## src/rtl/risc_processor.sv

```systemverilog
// rtl/risc_processor.sv - single-cycle 32-bit RISC core with built-in program ROM and register file
// PROGRAM selects the ROM image: 0 = reference program, 1..2 = alternate images for variant builds.
module risc_processor #(
  parameter int DATA_W     = 32,
  parameter int IMEM_DEPTH = 16,
  parameter int NREG       = 8,
  parameter int PROGRAM    = 0
) (
  input  logic              clk,
  input  logic              reset,
  output logic [DATA_W-1:0] result
);
  localparam int PC_W = $clog2(IMEM_DEPTH);

  localparam logic [3:0] OP_ADD  = 4'h1;
  localparam logic [3:0] OP_SUB  = 4'h2;
  localparam logic [3:0] OP_AND  = 4'h3;
  localparam logic [3:0] OP_OR   = 4'h4;
  localparam logic [3:0] OP_XOR  = 4'h5;
  localparam logic [3:0] OP_SLL  = 4'h6;
  localparam logic [3:0] OP_SRL  = 4'h7;
  localparam logic [3:0] OP_ADDI = 4'h8;
  localparam logic [3:0] OP_BEQ  = 4'h9;
  localparam logic [3:0] OP_JMP  = 4'hA;
  localparam logic [3:0] OP_HALT = 4'hF;

  function automatic logic [31:0] enc(input logic [3:0] op, input logic [2:0] rd,
                                      input logic [2:0] rs1, input logic [2:0] rs2,
                                      input logic [15:0] imm);
    return {op, rd, rs1, rs2, 3'b000, imm};
  endfunction

  logic [PC_W-1:0]   pc;
  logic              halted;
  logic [DATA_W-1:0] regs [NREG];
  logic [31:0]       instr;

  // Unlisted ROM entries decode as HALT
  always_comb begin
    instr = {OP_HALT, 28'h0};
    if (PROGRAM == 1) begin
      case (int'(pc))
        0: instr = enc(OP_ADDI, 3'd1, 3'd0, 3'd0, 16'hFFFF);
        1: instr = enc(OP_ADDI, 3'd2, 3'd1, 3'd0, 16'd1);
        2: instr = enc(OP_ADDI, 3'd0, 3'd0, 3'd0, 16'd7);
        3: instr = enc(OP_ADD,  3'd1, 3'd0, 3'd0, 16'd0);
        default: ;
      endcase
    end else if (PROGRAM == 2) begin
      case (int'(pc))
        0:  instr = enc(OP_ADDI, 3'd1, 3'd1, 3'd0, 16'd1);
        1:  instr = enc(OP_BEQ,  3'd0, 3'd0, 3'd0, 16'd1);
        2:  instr = enc(OP_ADDI, 3'd1, 3'd0, 3'd0, 16'd9);
        3:  instr = enc(OP_JMP,  3'd0, 3'd0, 3'd0, 16'd14);
        14: instr = enc(OP_ADDI, 3'd2, 3'd1, 3'd0, 16'd16);
        15: instr = 32'h0;
        default: ;
      endcase
    end else begin
      case (int'(pc))
        0: instr = enc(OP_ADDI, 3'd1, 3'd0, 3'd0, 16'd5);
        1: instr = enc(OP_ADDI, 3'd2, 3'd0, 3'd0, 16'd3);
        2: instr = enc(OP_ADD,  3'd3, 3'd1, 3'd2, 16'd0);
        3: instr = enc(OP_SUB,  3'd4, 3'd1, 3'd2, 16'd0);
        4: instr = enc(OP_AND,  3'd5, 3'd1, 3'd2, 16'd0);
        5: instr = enc(OP_OR,   3'd6, 3'd1, 3'd2, 16'd0);
        6: instr = enc(OP_XOR,  3'd7, 3'd1, 3'd2, 16'd0);
        default: ;
      endcase
    end
  end

  logic [3:0]        op;
  logic [2:0]        rd, rs1, rs2;
  logic [15:0]       imm;
  logic [DATA_W-1:0] a, b, imm_ext, wr_val;
  logic              wr_en;
  logic [PC_W-1:0]   pc_next;
  logic              unused_bits;

  assign op          = instr[31:28];
  assign rd          = instr[27:25];
  assign rs1         = instr[24:22];
  assign rs2         = instr[21:19];
  assign imm         = instr[15:0];
  assign unused_bits = ^instr[18:16];
  assign imm_ext     = {{(DATA_W-16){imm[15]}}, imm};
  assign a           = (rs1 == 3'd0) ? '0 : regs[rs1];
  assign b           = (rs2 == 3'd0) ? '0 : regs[rs2];

  always_comb begin
    wr_en   = 1'b1;
    wr_val  = '0;
    pc_next = pc + PC_W'(1);
    case (op)
      OP_ADD:  wr_val = a + b;
      OP_SUB:  wr_val = a - b;
      OP_AND:  wr_val = a & b;
      OP_OR:   wr_val = a | b;
      OP_XOR:  wr_val = a ^ b;
      OP_SLL:  wr_val = a << b[4:0];
      OP_SRL:  wr_val = a >> b[4:0];
      OP_ADDI: wr_val = a + imm_ext;
      OP_BEQ: begin
        wr_en = 1'b0;
        if (a == b) pc_next = pc + PC_W'(1) + imm[PC_W-1:0];
      end
      OP_JMP: begin
        wr_en   = 1'b0;
        pc_next = imm[PC_W-1:0];
      end
      default: wr_en = 1'b0;
    endcase
  end

  always_ff @(posedge clk or negedge reset) begin
    if (!reset) begin
      pc     <= '0;
      halted <= 1'b0;
      result <= '0;
      for (int i = 0; i < NREG; i++) regs[i] <= '0;
    end else if (!halted) begin
      if (op == OP_HALT) begin
        halted <= 1'b1;
      end else begin
        pc <= pc_next;
        if (wr_en) begin
          result <= wr_val;
          if (rd != 3'd0) regs[rd] <= wr_val;
        end
      end
    end
  end
endmodule

```

## config.mk

```make
export PLATFORM = sky130hd
export DESIGN_NAME = risc_processor
export DESIGN_NICKNAME = d
export VERILOG_FILES = /design/src/rtl/risc_processor.sv
export SDC_FILE = /design/constraint.sdc
export NUM_CORES = 1
export LEC_CHECK = 0
export CAP_MARGIN = 0
export CORE_MARGIN = 2
export CORE_UTILIZATION = 40
export DETAILED_ROUTE_END_ITERATION = 12
export GPL_TIMING_DRIVEN = 0
export MAX_ROUTING_LAYER = met4
export PLACE_DENSITY = 0.63
export SLEW_MARGIN = 15
export SYNTH_ARGS = -nofsm -noshare
export SYNTH_HDL_FRONTEND = slang
export SYNTH_SLANG_ARGS = --single-unit
```

## constraint.sdc

```tcl
create_clock -name clk -period 11.1 [get_ports clk]
set_input_delay 1.665 -clock clk [delete_from_list [all_inputs] [get_ports clk]]
set_output_delay 1.665 -clock clk [all_outputs]
set_load 0.01 [all_outputs]
```

---- Yosys cells after proc, flatten, opt, wreduce, memory -nomap -nowiden ----
Index checks and enable logic that the tools add are counted.
operators by class
  add/subtract/negate cells ............... 5
  $lt $le $gt $ge ......................... 4
  equality and inequality tests ........... 18
  shifts and indexed selects .............. 2
  multiplexer cells ....................... 18
  bitwise logic cells ..................... 8
  reductions and logical operators ........ 9
operators with widths
  operator             count
  $bwmux 256           1
  $pmux 32 s8          1
  $mux 32              7
  $pmux 32 s7          1
  $bmux 32 s3          2
  $demux 32 s3         1
  $add 32x32->32       2
  $and 32x32->32       1
  $eq 32x32->1         1
  $or 32x32->32        1
  $shl 32x5->32        1
  $shr 32x5->32        1
  $sub 32x32->32       1
  $xor 32x32->32       1
  $eq 4x3->1 const B   7
  $eq 4x2->1 const B   4
  $eq 4x4->1 const B   4
  $ge 4x4->1 const B   3
  $not 3->4            3
  $eq 4x1->1 const B   2
  $pmux 4 s2           1
  $reduce_or 8->1      1
  $logic_not 3->1      2
  $add 4x1->4 const B  1
  other kinds (11)     14
storage, ports and cells
  bits in registers ....................... 293
  input bits .............................. 2

---- Depth between registers and ports, before layout ----
  depth after elaboration ................. 10
  depth in mapped cells ................... 21
  depth with buffers taken out ............ 17

---- Worst setup path before layout ----
Ideal clock, no wire load.
  path kind ............................... register -> register
  from .................................... register pc[0]
  to ...................................... register regs[180] (netlist name)
  setup time .............................. 125 ps
  arrival ................................. 4,651 ps
  setup slack ............................. 6,324 ps
  stages on the path, launching flop included .. 18
  buffers on the path ..................... 4
  cell sequence ........................... dfrtp_1 -> ha_1 -> nor2b_1 -> o31a_1 -> buf_2 -> clkbuf_1 -> clkbuf_1 -> clkbuf_1 -> nand2_1 -> ha_1 -> or2_0 -> or4b_4 -> o31ai_4 -> o21ai_2 -> a211o_1 -> a2111oi_1 -> o21ai_1 -> mux2_2
on the way
  word-level cells in the longest chain between the ends .. 10
  elaborated cells on any way between the ends .. 50
  classes of those cells .................. 3 x add/sub; 2 x order compare; 15 x eq/ne; 2 x shift; 14 x mux; 7 x bitwise; 7 x reduce/logical
ends and longest elaborated chain
  what                                             line    text
  start: declaration                               33      logic [PC_W-1:0] pc;
  start signal: assignment                         126     pc <= pc_next;
  $eq 4x3->1 (tied with other cells)               60      case (int'(pc))
  $pmux 32 s7 *                                    60
  $not 3->4, on equally long branches              88, 89
  $bmux 32 s3, on equally long branches            88, 89
  $mux 32, on equally long branches (3 in series)  88, 89
  $add 32x32->32 (tied with other cells)           103     OP_ADDI: wr_val = a + imm_ext;
  $pmux 32 s8                                      95      case (op)
  $bwmux 256                                       129     if (rd != 3'd0) regs[rd] <= wr_val;
  end signal: indexed assignment                   129
  end: declaration                                 35      logic [DATA_W-1:0] regs [NREG];
Mark *: on every way between the ends. The rest lies on a longest branch, timed or not. The select of a mux whose other input is x is not followed.
A chain may end at the register's enable or synchronous reset.

---- Final worst setup path ----
  from .................................... register pc[0]
  to ...................................... register regs[175] (netlist name)
The elaborated chain is that of the path after synthesis.

==> impl_metrics.json <==
{
  "status": "finished, final reports clean",
  "slew_headroom": 0.1590,
  "ctsHoldBuffers": 0,
  "ys_top_cells_by_count": "nand2_1, inv_1, ha_1, nor2_1, dfrtp_1",
  "max_cap_viol_count": 0,
  "cts_resized": 0,
  "syn_area_sq_um": 11920,
  "wire_per_inst_microns": 27.38,
  "antenna_found_initial": 2,
  "nets": 1686,
  "cts_made_buffers": 9,
  "via_per_inst": 6.276,
  "rows": 63,
  "io_pins": 34,
  "cp-end-kind": "register",
  "synth.area.top_cells": "dfrtp_1, ha_1, nand2_1",
  "drive_above_1_share": 0.07910,
  "final_cells": 1946,
  "hold_ws_ns": 0.4825,
  "cts_tree": "built",
  "fin_crit_sh": 0.6909,
  "hpwl_mm": 41.43,
  "power.density_nw_per_um2": 55.67,
  "drt-total-wl_mm": 53.29,
  "clk_latency_ns": 0.39,
  "cts.sinks": 101,
  "grt_max_degree": 60,
  "setup_violations": 0,
  "root_buffer": "clkbuf_16",
  "rsz0062_at_grt": "no",
  "min_period_ns": 7.669,
  "static-leakage-power_nw": 6.413,
  "seq_area_frac_synth": 0.2121,
  "grt_usage": 0.3554,
  "post_cts.repair.setup_buffers": 0,
  "ys_seq_elements": 101,
  "yosys_warnings": 0,
  "slew_violations": 0,
  "grt_overflow": 0,
  "synth_largest_area_cell": "dfrtp_1",
  "drcViolationCount": 0,
  "synth_top_flop_cell": "dfrtp_1",
  "critPathArrivalTime_ns": 7.88,
  "htreeDepth": 3,
  "hold_viol_final": 0,
  "synth_top_cell_area_share": 0.2121,
  "ant_nets": 0,
  "cts_max_path_buffers": 2,
  "tightest_slew_ns": 1.261,
  "syn_to_final_growth_pct": 9.701,
  "tns_ns": 0,
  "portBuffers": 33,
  "worstPathRequired_ns": 11.31,
  "dr.first_iter.drc_count": 1496,
  "grt_pass1_vias": 11590,
  "synth_edf_count": 0,
  "synth_cell_types": 97,
  "synth_fp_nets": 1641,
  "worstSetupPathType": "reg -> reg",
  "die_area_sq_um": 31190,
  "clkSlewWorstSetupHoldPaths_ns": 0.08,
  "synthCells": 1505,
  "die_y_microns": 176.6,
  "vias": 12210,
  "dr.pass1.iters": 5,
  "placedCellCount": 1929,
  "avgSynthCellArea_sq_um": 7.918,
  "async_flop_share": 1.000,
  "startpoint_type": "register",
  "grt_pass1_wl_mm": 78.09,
  "finClkSkew_ns": 0.01058,
  "start_util": 0.4042,
  "cp_max_fo": 10,
  "place.gp.congestion": 1.002,
  "hold_class": "reg -> reg",
  "chipWidth_microns": 176.6,
  "fmax_mhz": 130.4,
  "synth.most_common_cell": "nand2_1",
  "fp.coreArea_sq_um": 29480,
  "vdd_ir_drop_max_mv": 0.1125
}
[worst paths after layout]
kind,from,endpoint,slack [ns],cells past startpoint
max,pc[0],regs[175],3.43,19
min,result[1],result[1],0.48,2
max reg2reg,pc[0],regs[175],3.43,19
min reg2reg,result[1],result[1],0.48,2
max in group asynchronous,reset,result[10],9.25,2
min in group asynchronous,reset,pc[0],1.17,1
[sequential cells by signal, indices dropped and copies added (netlist names)]
signal and count:
regs 64, result 32, pc 4, halted 1
[cell families (layout without fill, tap and decap cells)]
| group | after synthesis | after routing | share of synthesized area |
|---|---|---|---|
| buffers and inverters | 228 | 278 | 0.08169 |
| and+or+nand+nor | 476 | 476 | 0.1858 |
| adders and majority gates | 134 | 134 | 0.1420 |
| muxes | 95 | 95 | 0.1006 |
| AOI/OAI and AO/OA | 429 | 429 | 0.2470 |
| xor gates and xnor gates | 42 | 42 | 0.03087 |
| other | 0 | 1 | 0 |
| DFF | 101 | 101 | 0.2121 |
[layout make-up]
type                            instances  area [sq um]
Inverter                              137         514.2
Clock inverter                          6         72.57
Fill cell                            3027         16410
Tap cell                              390         488.0
Antenna cell                            1         2.502
Timing Repair Buffer                   34         359.1
Sequential cell                       101          2527
Multi-Input combinational cell       1176          8421
Buffer                                 91         459.2
Clock buffer                           10         229.0
[critical path, cell delays in order, from the launching register on]
cell and delay [ns]:
dfrtp_1 0.50, ha_1 0.23, nor2b_1 0.39, o31a_1 0.18, buf_2 0.25, clkbuf_1 0.46, clkbuf_1 0.66, clkbuf_1 0.66
nand2_1 0.27, inv_1 0.12, ha_1 0.23, clkbuf_1 0.18, a211oi_1 0.25, o21ai_1 0.11, a221oi_1 1.05, o21ai_1 0.31
a21oi_1 0.27, xnor2_1 0.13, a221oi_1 1.05, a21oi_1 0.18
[per-layer routing]
metal | up-vias | track usage | part of all wire
li1 | 5501 | - | -
met1 | 5963 | 0.4799 | 0.44
met2 | 617 | 0.5194 | 0.43
met3 | 132 | 0.06848 | 0.085
met4 | 0 | 0.1467 | 0.044
met5 | - | - | 0
[power by group]
| group | internal (mW) | switching, mW |
|---|---|---|
| clock | 0.177 | 0.174 |
| sequential | 0.368 | 0 |
| combinational | 0.00137 | 0.00778 |
[through the flow]
step	area, sq um	setup WS, ns	util	power [mW]
floorplan	11920	6.324	-	0.3750
finish	13070	3.431	0.4434	0.7277
CTS	13070	3.811	0.4433	0.7327
global route	13070	3.224	0.4434	0.7440
detailed placement	12770	3.826	0.4331	0.3848
global placement	12730	3.740	0.4320	0.3836
[cell usage in the layout (no fill, tap or decap), drive strengths merged, types with 10 or more instances in the layout]
cell type and count:
a211oi 25, a21o 29, a21oi 99, a221o 11, a221oi 25, a31oi 16, and2 15, and3 11
buf 24, clkbuf 79, clkdlybuf4s50 32, dfrtp 101, ha 132, inv 138, mux2 55, mux2i 26
mux4 14, nand2 172, nand2b 12, nand3 23, nor2 134, nor2b 17, nor3 35, o211ai 14
o21a 11, o21ai 83, o221ai 12, o31ai 19, or2 10, xnor2 25, xor2 17
Note: power is estimated with default switching activity, not from simulation.
